`config.mk`:
```
export PLATFORM = sky130hd
export DESIGN_NAME = alu_operand_collector
export DESIGN_NICKNAME = d
export VERILOG_FILES = /design/src/rtl/alu_operand_collector.sv
export SDC_FILE = /design/constraint.sdc
export NUM_CORES = 1
export LEC_CHECK = 0
export ABC_AREA = 1
export BUFFER_PORTS_ARGS = -buffer_cell sky130_fd_sc_hd__buf_2
export CELL_PAD_IN_SITES_DETAIL_PLACEMENT = 0
export CELL_PAD_IN_SITES_GLOBAL_PLACEMENT = 1
export CORE_MARGIN = 2
export CORE_UTILIZATION = 40
export DETAILED_ROUTE_END_ITERATION = 8
export PLACE_DENSITY_LB_ADDON = 0.05
export SLEW_MARGIN = 20
export SYNTH_ARGS = -nofsm -noshare
export SYNTH_HDL_FRONTEND = slang
export SYNTH_SLANG_ARGS = --single-unit
```
`constraint.sdc`:
```
create_clock -name clk -period 5.75 [get_ports clk]
set_input_delay 1.4375 -clock clk [delete_from_list [all_inputs] [get_ports clk]]
set_output_delay 1.4375 -clock clk [all_outputs]
set_load 0.02 [all_outputs]
```
`src/rtl/alu_operand_collector.sv`:
```
`timescale 1ns/1ps
`default_nettype none
// ============================================================================
// Module      : alu_operand_collector
// Description : Gathers the operands of one ALU operation over up to TIMEOUT
//               cycles and presents the complete, aligned operation to the ALU
//               core as a single-cycle out_valid pulse. Raises timeout_err if
//               the arrival window closes before the needed operands arrive.
// Revision    : 1.0 - initial release
// ============================================================================
module alu_operand_collector #(
    parameter int WIDTH   = 8,
    parameter int TIMEOUT = 16
) (
    input  logic             clk,
    input  logic             rst,
    input  logic             ce,
    input  logic             mode,
    input  logic [3:0]       cmd,
    input  logic             cin,
    input  logic [1:0]       inp_valid,
    input  logic [WIDTH-1:0] opa,
    input  logic [WIDTH-1:0] opb,
    output logic             out_valid,
    output logic             out_mode,
    output logic [3:0]       out_cmd,
    output logic             out_cin,
    output logic [WIDTH-1:0] out_opa,
    output logic [WIDTH-1:0] out_opb,
    output logic             timeout_err,
    output logic             busy
);

    localparam int                 c_CNT_W = $clog2(TIMEOUT + 1);
    localparam logic [c_CNT_W-1:0] c_LAST  = c_CNT_W'(TIMEOUT - 1);
    localparam logic [c_CNT_W-1:0] c_ONE   = c_CNT_W'(1);

    localparam logic [0:0] c_IDLE = 1'b0;
    localparam logic [0:0] c_WAIT = 1'b1;

    logic [0:0]         r_state;
    logic [c_CNT_W-1:0] r_cnt;
    logic [1:0]         r_coll;
    logic [1:0]         r_need;
    logic               r_mode;
    logic [3:0]         r_cmd;
    logic               r_cin;
    logic [WIDTH-1:0]   r_opa;
    logic [WIDTH-1:0]   r_opb;
    logic               r_out_valid;
    logic               r_timeout;
    logic               r_out_mode;
    logic [3:0]         r_out_cmd;
    logic               r_out_cin;
    logic [WIDTH-1:0]   r_out_opa;
    logic [WIDTH-1:0]   r_out_opb;

    logic [1:0]         w_need_dec;
    logic [1:0]         w_need;
    logic               w_first;
    logic               w_active;
    logic [1:0]         w_coll;
    logic               w_done;
    logic               w_timeout;
    logic [WIDTH-1:0]   w_opa;
    logic [WIDTH-1:0]   w_opb;
    logic               w_mode;
    logic [3:0]         w_cmd;
    logic               w_cin;
    logic [0:0]         w_nstate;
    logic [c_CNT_W-1:0] w_ncnt;
    logic [1:0]         w_ncoll;

    // Operand requirement of the command presented on the bus; unknown codes need both.
    always_comb begin
        w_need_dec = 2'b11;
        if (mode) begin
            case (cmd)
                4'd4, 4'd5: w_need_dec = 2'b01;
                4'd6, 4'd7: w_need_dec = 2'b10;
                default:    w_need_dec = 2'b11;
            endcase
        end else begin
            case (cmd)
                4'd6, 4'd8, 4'd9:   w_need_dec = 2'b01;
                4'd7, 4'd10, 4'd11: w_need_dec = 2'b10;
                default:            w_need_dec = 2'b11;
            endcase
        end
    end

    // The first beat defines the command; later beats only contribute operands.
    assign w_first   = (r_state == c_IDLE) && (inp_valid != 2'b00);
    assign w_active  = w_first || (r_state == c_WAIT);
    assign w_need    = (r_state == c_IDLE) ? w_need_dec : r_need;
    assign w_coll    = ((r_state == c_WAIT) ? r_coll : 2'b00) | inp_valid;
    assign w_done    = w_active && ((w_coll & w_need) == w_need);
    // Completion on the last window cycle takes priority over timeout.
    assign w_timeout = (r_state == c_WAIT) && !w_done && (r_cnt == c_LAST);

    // Values as they stand after this cycle's beat, so an issue can use them directly.
    assign w_opa  = inp_valid[0] ? opa : r_opa;
    assign w_opb  = inp_valid[1] ? opb : r_opb;
    assign w_mode = w_first ? mode : r_mode;
    assign w_cmd  = w_first ? cmd  : r_cmd;
    assign w_cin  = w_first ? cin  : r_cin;

    // Next state, window counter and collected mask.
    always_comb begin
        w_nstate = r_state;
        w_ncnt   = r_cnt;
        w_ncoll  = r_coll;
        case (r_state)
            c_IDLE: begin
                if (w_first && !w_done) begin
                    w_nstate = c_WAIT;
                    w_ncnt   = c_ONE;
                    w_ncoll  = inp_valid;
                end
            end
            c_WAIT: begin
                if (w_done || w_timeout) begin
                    w_nstate = c_IDLE;
                    w_ncnt   = '0;
                    w_ncoll  = 2'b00;
                end else begin
                    w_ncnt  = r_cnt + c_ONE;
                    w_ncoll = w_coll;
                end
            end
            default: begin
                w_nstate = c_IDLE;
                w_ncnt   = '0;
                w_ncoll  = 2'b00;
            end
        endcase
    end

    // State, operand capture and issue registers; everything freezes while ce is low.
    always_ff @(posedge clk or posedge rst) begin
        if (rst) begin
            r_state     <= c_IDLE;
            r_cnt       <= '0;
            r_coll      <= 2'b00;
            r_need      <= 2'b00;
            r_mode      <= 1'b0;
            r_cmd       <= 4'd0;
            r_cin       <= 1'b0;
            r_opa       <= '0;
            r_opb       <= '0;
            r_out_valid <= 1'b0;
            r_timeout   <= 1'b0;
            r_out_mode  <= 1'b0;
            r_out_cmd   <= 4'd0;
            r_out_cin   <= 1'b0;
            r_out_opa   <= '0;
            r_out_opb   <= '0;
        end else if (ce) begin
            r_state     <= w_nstate;
            r_cnt       <= w_ncnt;
            r_coll      <= w_ncoll;
            r_out_valid <= w_done;
            r_timeout   <= w_timeout;
            if (w_first) begin
                r_need <= w_need_dec;
                r_mode <= mode;
                r_cmd  <= cmd;
                r_cin  <= cin;
            end
            if (w_active && inp_valid[0]) r_opa <= opa;
            if (w_active && inp_valid[1]) r_opb <= opb;
            if (w_done) begin
                r_out_mode <= w_mode;
                r_out_cmd  <= w_cmd;
                r_out_cin  <= w_cin;
                // Operands the command does not use keep their previous value.
                if (w_need[0]) r_out_opa <= w_opa;
                if (w_need[1]) r_out_opb <= w_opb;
            end
        end else begin
            // Pulses must not reappear once ce returns.
            r_out_valid <= 1'b0;
            r_timeout   <= 1'b0;
        end
    end

    assign out_valid   = r_out_valid & ce;
    assign timeout_err = r_timeout & ce;
    assign out_mode    = r_out_mode;
    assign out_cmd     = r_out_cmd;
    assign out_cin     = r_out_cin;
    assign out_opa     = r_out_opa;
    assign out_opb     = r_out_opb;
    assign busy        = (r_state == c_WAIT);

endmodule
`default_nettype wire

```
==> Word level (Yosys, flattened, before mapping) <==
Cells that the tools add are included.
{ "classes": {"n_addsub": 1, "n_mul": 0, "div_mod_pow": 0, "order_cmp": 0, "eq_ne": 11, "n_shift": 0, "muxes": 21, "bitwise": 5, "reduce_logical": 22} }
{ "op_table": {"columns": ["operator", "n"], "rows": [
  ["== test 4 x 3 -> 1 bit (second input constant)", 4],
  ["== test 4 bit (second input constant)", 4],
  ["two-way mux 8 bit", 2],
  ["case mux 2 bit (2 select lines)", 3],
  ["two-way mux 2 bit", 5],
  ["two-way mux 5 bit", 2],
  ["case mux 5 bit (2 select lines)", 1],
  ["AND reduction 2 bit", 5],
  ["logical AND 1 bit", 7],
  ["two-way mux 1 bit", 6],
  ["AND reduction 3 bit", 2],
  ["OR reduction 3 bit", 2],
  ["adder 5 x 1 -> 5 bit (second input constant)", 1],
  ["== test 5 x 4 -> 1 bit (second input constant)", 1],
  ["two-way mux 4 bit", 1],
  ["OR reduction 2 bit", 2],
  ["AND 1 bit", 2],
  ["AND 2 bit", 1],
  ["== test 2 bit", 1],
  ["logical OR 1 bit", 2],
  ["!= test 2 x 1 -> 1 bit (second input constant)", 1],
  ["OR 2 bit", 1],
  ["case mux 1 bit (2 select lines)", 1],
  ["nonzero test 2 bit", 1],
  ["2 further kinds", 2]
]} }
{ "totals": {"register_bits": 56, "latchBits": 0, "mem_bits_rw": 0, "mem_bits_ro": 0, "word_cells": 76, "mem_count": 0} }

==> Longest topological paths before layout <==
{ "logic_depth": {"depth_word": 14, "mapped_depth": 13} }

==> Worst setup path before layout <==
OpenSTA, ideal clock, no wires.
{ "synth_path": {"kind": "input port to output port", "from": "input ce", "to": "output out_valid", "t_arrival_ps": 1603, "required_ps": 4313, "slack_ps": 2709, "cell_stages": 2, "path_buffers": 0, "cell_sequence": "nand2_1 inv_1"} }
{ "synth_between": {"elab_chain_cells": 1} }
{ "synth_rtl": {"columns": ["element", "line_no", "rtl"], "rows": [
  ["start, declared", "17", "input logic ce,"],
  ["AND 1 bit", "187", "assign out_valid = r_out_valid & ce;"],
  ["end, declared", "24", "output logic out_valid,"]
]} }
Every way passes these cells.

==> Worst setup path in the final report <==
{ "layout_path": {"from": "input ce", "to": "output timeout_err"} }
{ "layout_between": {"elab_chain_cells": 1} }
{ "layout_rtl": {"columns": ["element", "line_no", "rtl"], "rows": [
  ["AND 1 bit", "188", "assign timeout_err = r_timeout & ce;"],
  ["end, declared", "30", "output logic timeout_err,"]
]} }
Every way passes these cells.

==> flow_metrics.py <==
metrics = {
    "status": {
        "status": "completed",
    },
    "cts": {
        "cts-buffers-inserted": 5,
        "clock_latency_ns": 0.31,
        "clock_path_buffers": 2,
        "cts_tree": "yes",
        "postCtsHoldBufs": 0,
        "h-tree-depth": 2,
        "post-cts-setup-buffers": 0,
        "clkTransAtPathRegs_ns": 0.10,
        "clock_sinks": 56,
        "post_cts_resized": 0,
        "root_buffer": "clkbuf_8",
    },
    "route": {
        "initialDrtViolationCount": 96,
        "vias": 2018,
        "wire_per_inst_microns": 12.3,
        "drc": 0,
        "viasPerCell": 4.74,
        "ant_nets": 0,
        "wirelength_microns": 5260,
        "detail_route.first_pass.iterations": 4,
    },
    "die": {
        "ios": 52,
        "rows": 29,
        "die_y_microns": 86.1,
        "die-area_sq_mm": 0.00742,
        "start_util_pct": 42.0,
        "fp.dieW_microns": 86.1,
        "placeableCoreArea_sq_mm": 0.00642,
    },
    "timing": {
        "hold_violations": 0,
        "period_minus_slack_ns": 3.31,
        "finClkSkew_ns": 0.00639,
        "rsz0062_at_grt": "no",
        "max_freq_ghz": 0.302,
        "worst_pin_slew_ns": 0.796,
        "post-route-period-util_pct": 57.5,
        "hold_ws_ns": 0.484,
        "drv_slew": 0,
        "setup_viol": 0,
        "fin_tns_setup_ns": 0,
        "relSlewSlack_pct": 46.7,
    },
    "synth": {
        "synthMuxAreaShare_pct": 2.36,
        "synth-adder-area-share_pct": 0.927,
        "netlist_instances": 300,
        "synth_seq_area_share_pct": 51.9,
        "synthXorXnorAreaFrac_pct": 0.649,
        "synth_nets": 329,
        "ys_warn_count": 0,
        "synth_area_sq_mm": 0.00270,
        "ys_types": 27,
        "synth_top_family_by_area": "simple AND/OR/NAND/NOR gates",
        "synth-simple-area-share_pct": 21.7,
        "ys_seq_elements": 56,
        "synth_compound_area_share_pct": 15.2,
        "syn_area_per_cell_sq_um": 9.00,
    },
    "power": {
        "peakVddDrop_mv": 0.180,
        "power.density_mw_per_mm2": 445,
        "p_leak_uw": 0.00163,
    },
    "cells_and_area": {
        "drive_above_1_share_pct": 28.4,
        "n_antenna_cell": 0,
        "layout.nets": 377,
        "syn2layout_area_growth_pct": 13.7,
        "mostFrequentLayoutCells": "nand2_1, dfrtp_1, buf_2",
        "final_common_cell": "nand2_1",
        "fillerInstances": 639,
    },
    "grt": {
        "antenna_found_initial": 0,
        "grt_max_degree": 57,
        "grt_pass1_wl_microns": 9060,
        "grt_use_total_pct": 15.5,
        "overflow": 0,
        "grt_pass1_vias": 1966,
    },
    "setup_path": {
        "critPathCaptureType": "primary output",
        "critPathTopFamily": "buffers and inverters",
        "path_cells": "buf_2, nand2_1, inv_1, buf_2",
        "required_ns": 4.31,
        "critPathArrivalTime_ns": 1.87,
        "crit_slowest_cell": "buf_2",
        "crit_type": "primary input to primary output",
        "critPathLaunchType": "primary input",
        "critPathMaxStageDelay_ns": 0.16,
        "cp_max_fo": 7,
        "crit_buf_inv": 3,
        "path_common_cell": "buf_2",
    },
    "place": {
        "gp_congestion": 0.733,
        "numPortBuffers": 51,
        "place.detailed.hpwl_microns": 3620,
    },
    "hold_path": {
        "hp-class": "register to register",
    },
    "flow_run": {
        "cap_violations": 0,
    },
}
## area by class of cell
cell class	count	area [sq um]	share of cell area, %
Sequential cell	56	1400	45.7
Multi-Input combinational cell	202	1100	35.9
Timing Repair Buffer	52	263	8.56
Inverter	31	116	3.79
Tap cell	77	96.3	3.14
Clock buffer	6	72.6	2.37
Clock inverter	2	16.3	0.530
## registers in the layout (all words and copies together), names as in the netlist, 2 cells and up
register	flops
out_opa	8
out_opb	8
r_opa	8
r_opb	8
r_cnt	5
out_cmd	4
r_cmd	4
r_coll	2
r_need	2
## per-stage QoR
step,total power (uW),cell area [sq um],utilization [%],setup WS (ns),std cells
detailed placement,1170,2980,46.4,2.31,418
CTS,1390,3070,47.8,2.44,426
floorplan,1020,2700,-,2.71,300
global placement,1160,2980,46.4,2.41,418
global route,1480,3070,47.8,2.36,426
finish,1370,3070,47.8,2.44,426
## worst min-delay path: cells and delay by family (launching register included)
family	cells	cell delay, ns
compound gates	1	0.05
flops	1	0.35
simple gates	1	0.06
## where the power goes
part	internal, uW	switching (uW)
Clock	87.1	133
Sequential	527	79.5
Combinational	185	355
## kinds of logic (layout without fill, tap and decap cells)
family | Yosys count | in the layout
compound gates | 66 | 66
xor+xnor | 2 | 2
fa+ha+maj | 2 | 2
buf+inv | 42 | 91
flops | 56 | 56
mux | 6 | 6
simple gates | 126 | 126
## routing by layer
metal	share of wire, %	routed length (microns)	vias up	global-route usage, %
met5	0	0	-	0
met4	1.3	68	0	4.76
met3	4.1	214	8	3.27
met2	45	2380	41	23.7
met1	49	2600	912	22.0
li1	-	-	1057	-
## final timing paths
path | start | to | slack, ns | cells after the start
min in group asynchronous | rst | out_opb[1] | 1.31 | 3
hold / removal | out_opa[7] | out_opa[7] | 0.48 | 2
hold reg to reg | out_opa[7] | out_opa[7] | 0.48 | 2
setup / recovery | ce | timeout_err | 2.44 | 4
max in group asynchronous | rst | out_cmd[3] | 3.97 | 3
setup reg to reg | busy | r_cnt[3] | 3.57 | 8
## cell usage after synthesis (all sizes together)
library cell	n	share of area (%)
nand2	104	16
dfrtp	56	52
o21ai	56	13
inv	30	4.2
nand3	13	3.0
clkbuf	7	1.7
nor2	7	1.9
o211ai	6	1.7
a21oi	4	0.88
buf	4	1.2
mux2	3	1.3
mux2i	3	1.1
ha	2	0.93
xor2	2	0.65
and3	1	0.23
clkinv	1	0.14
nor3b	1	0.28
No activity file was read; power rests on OpenSTA's default activity.
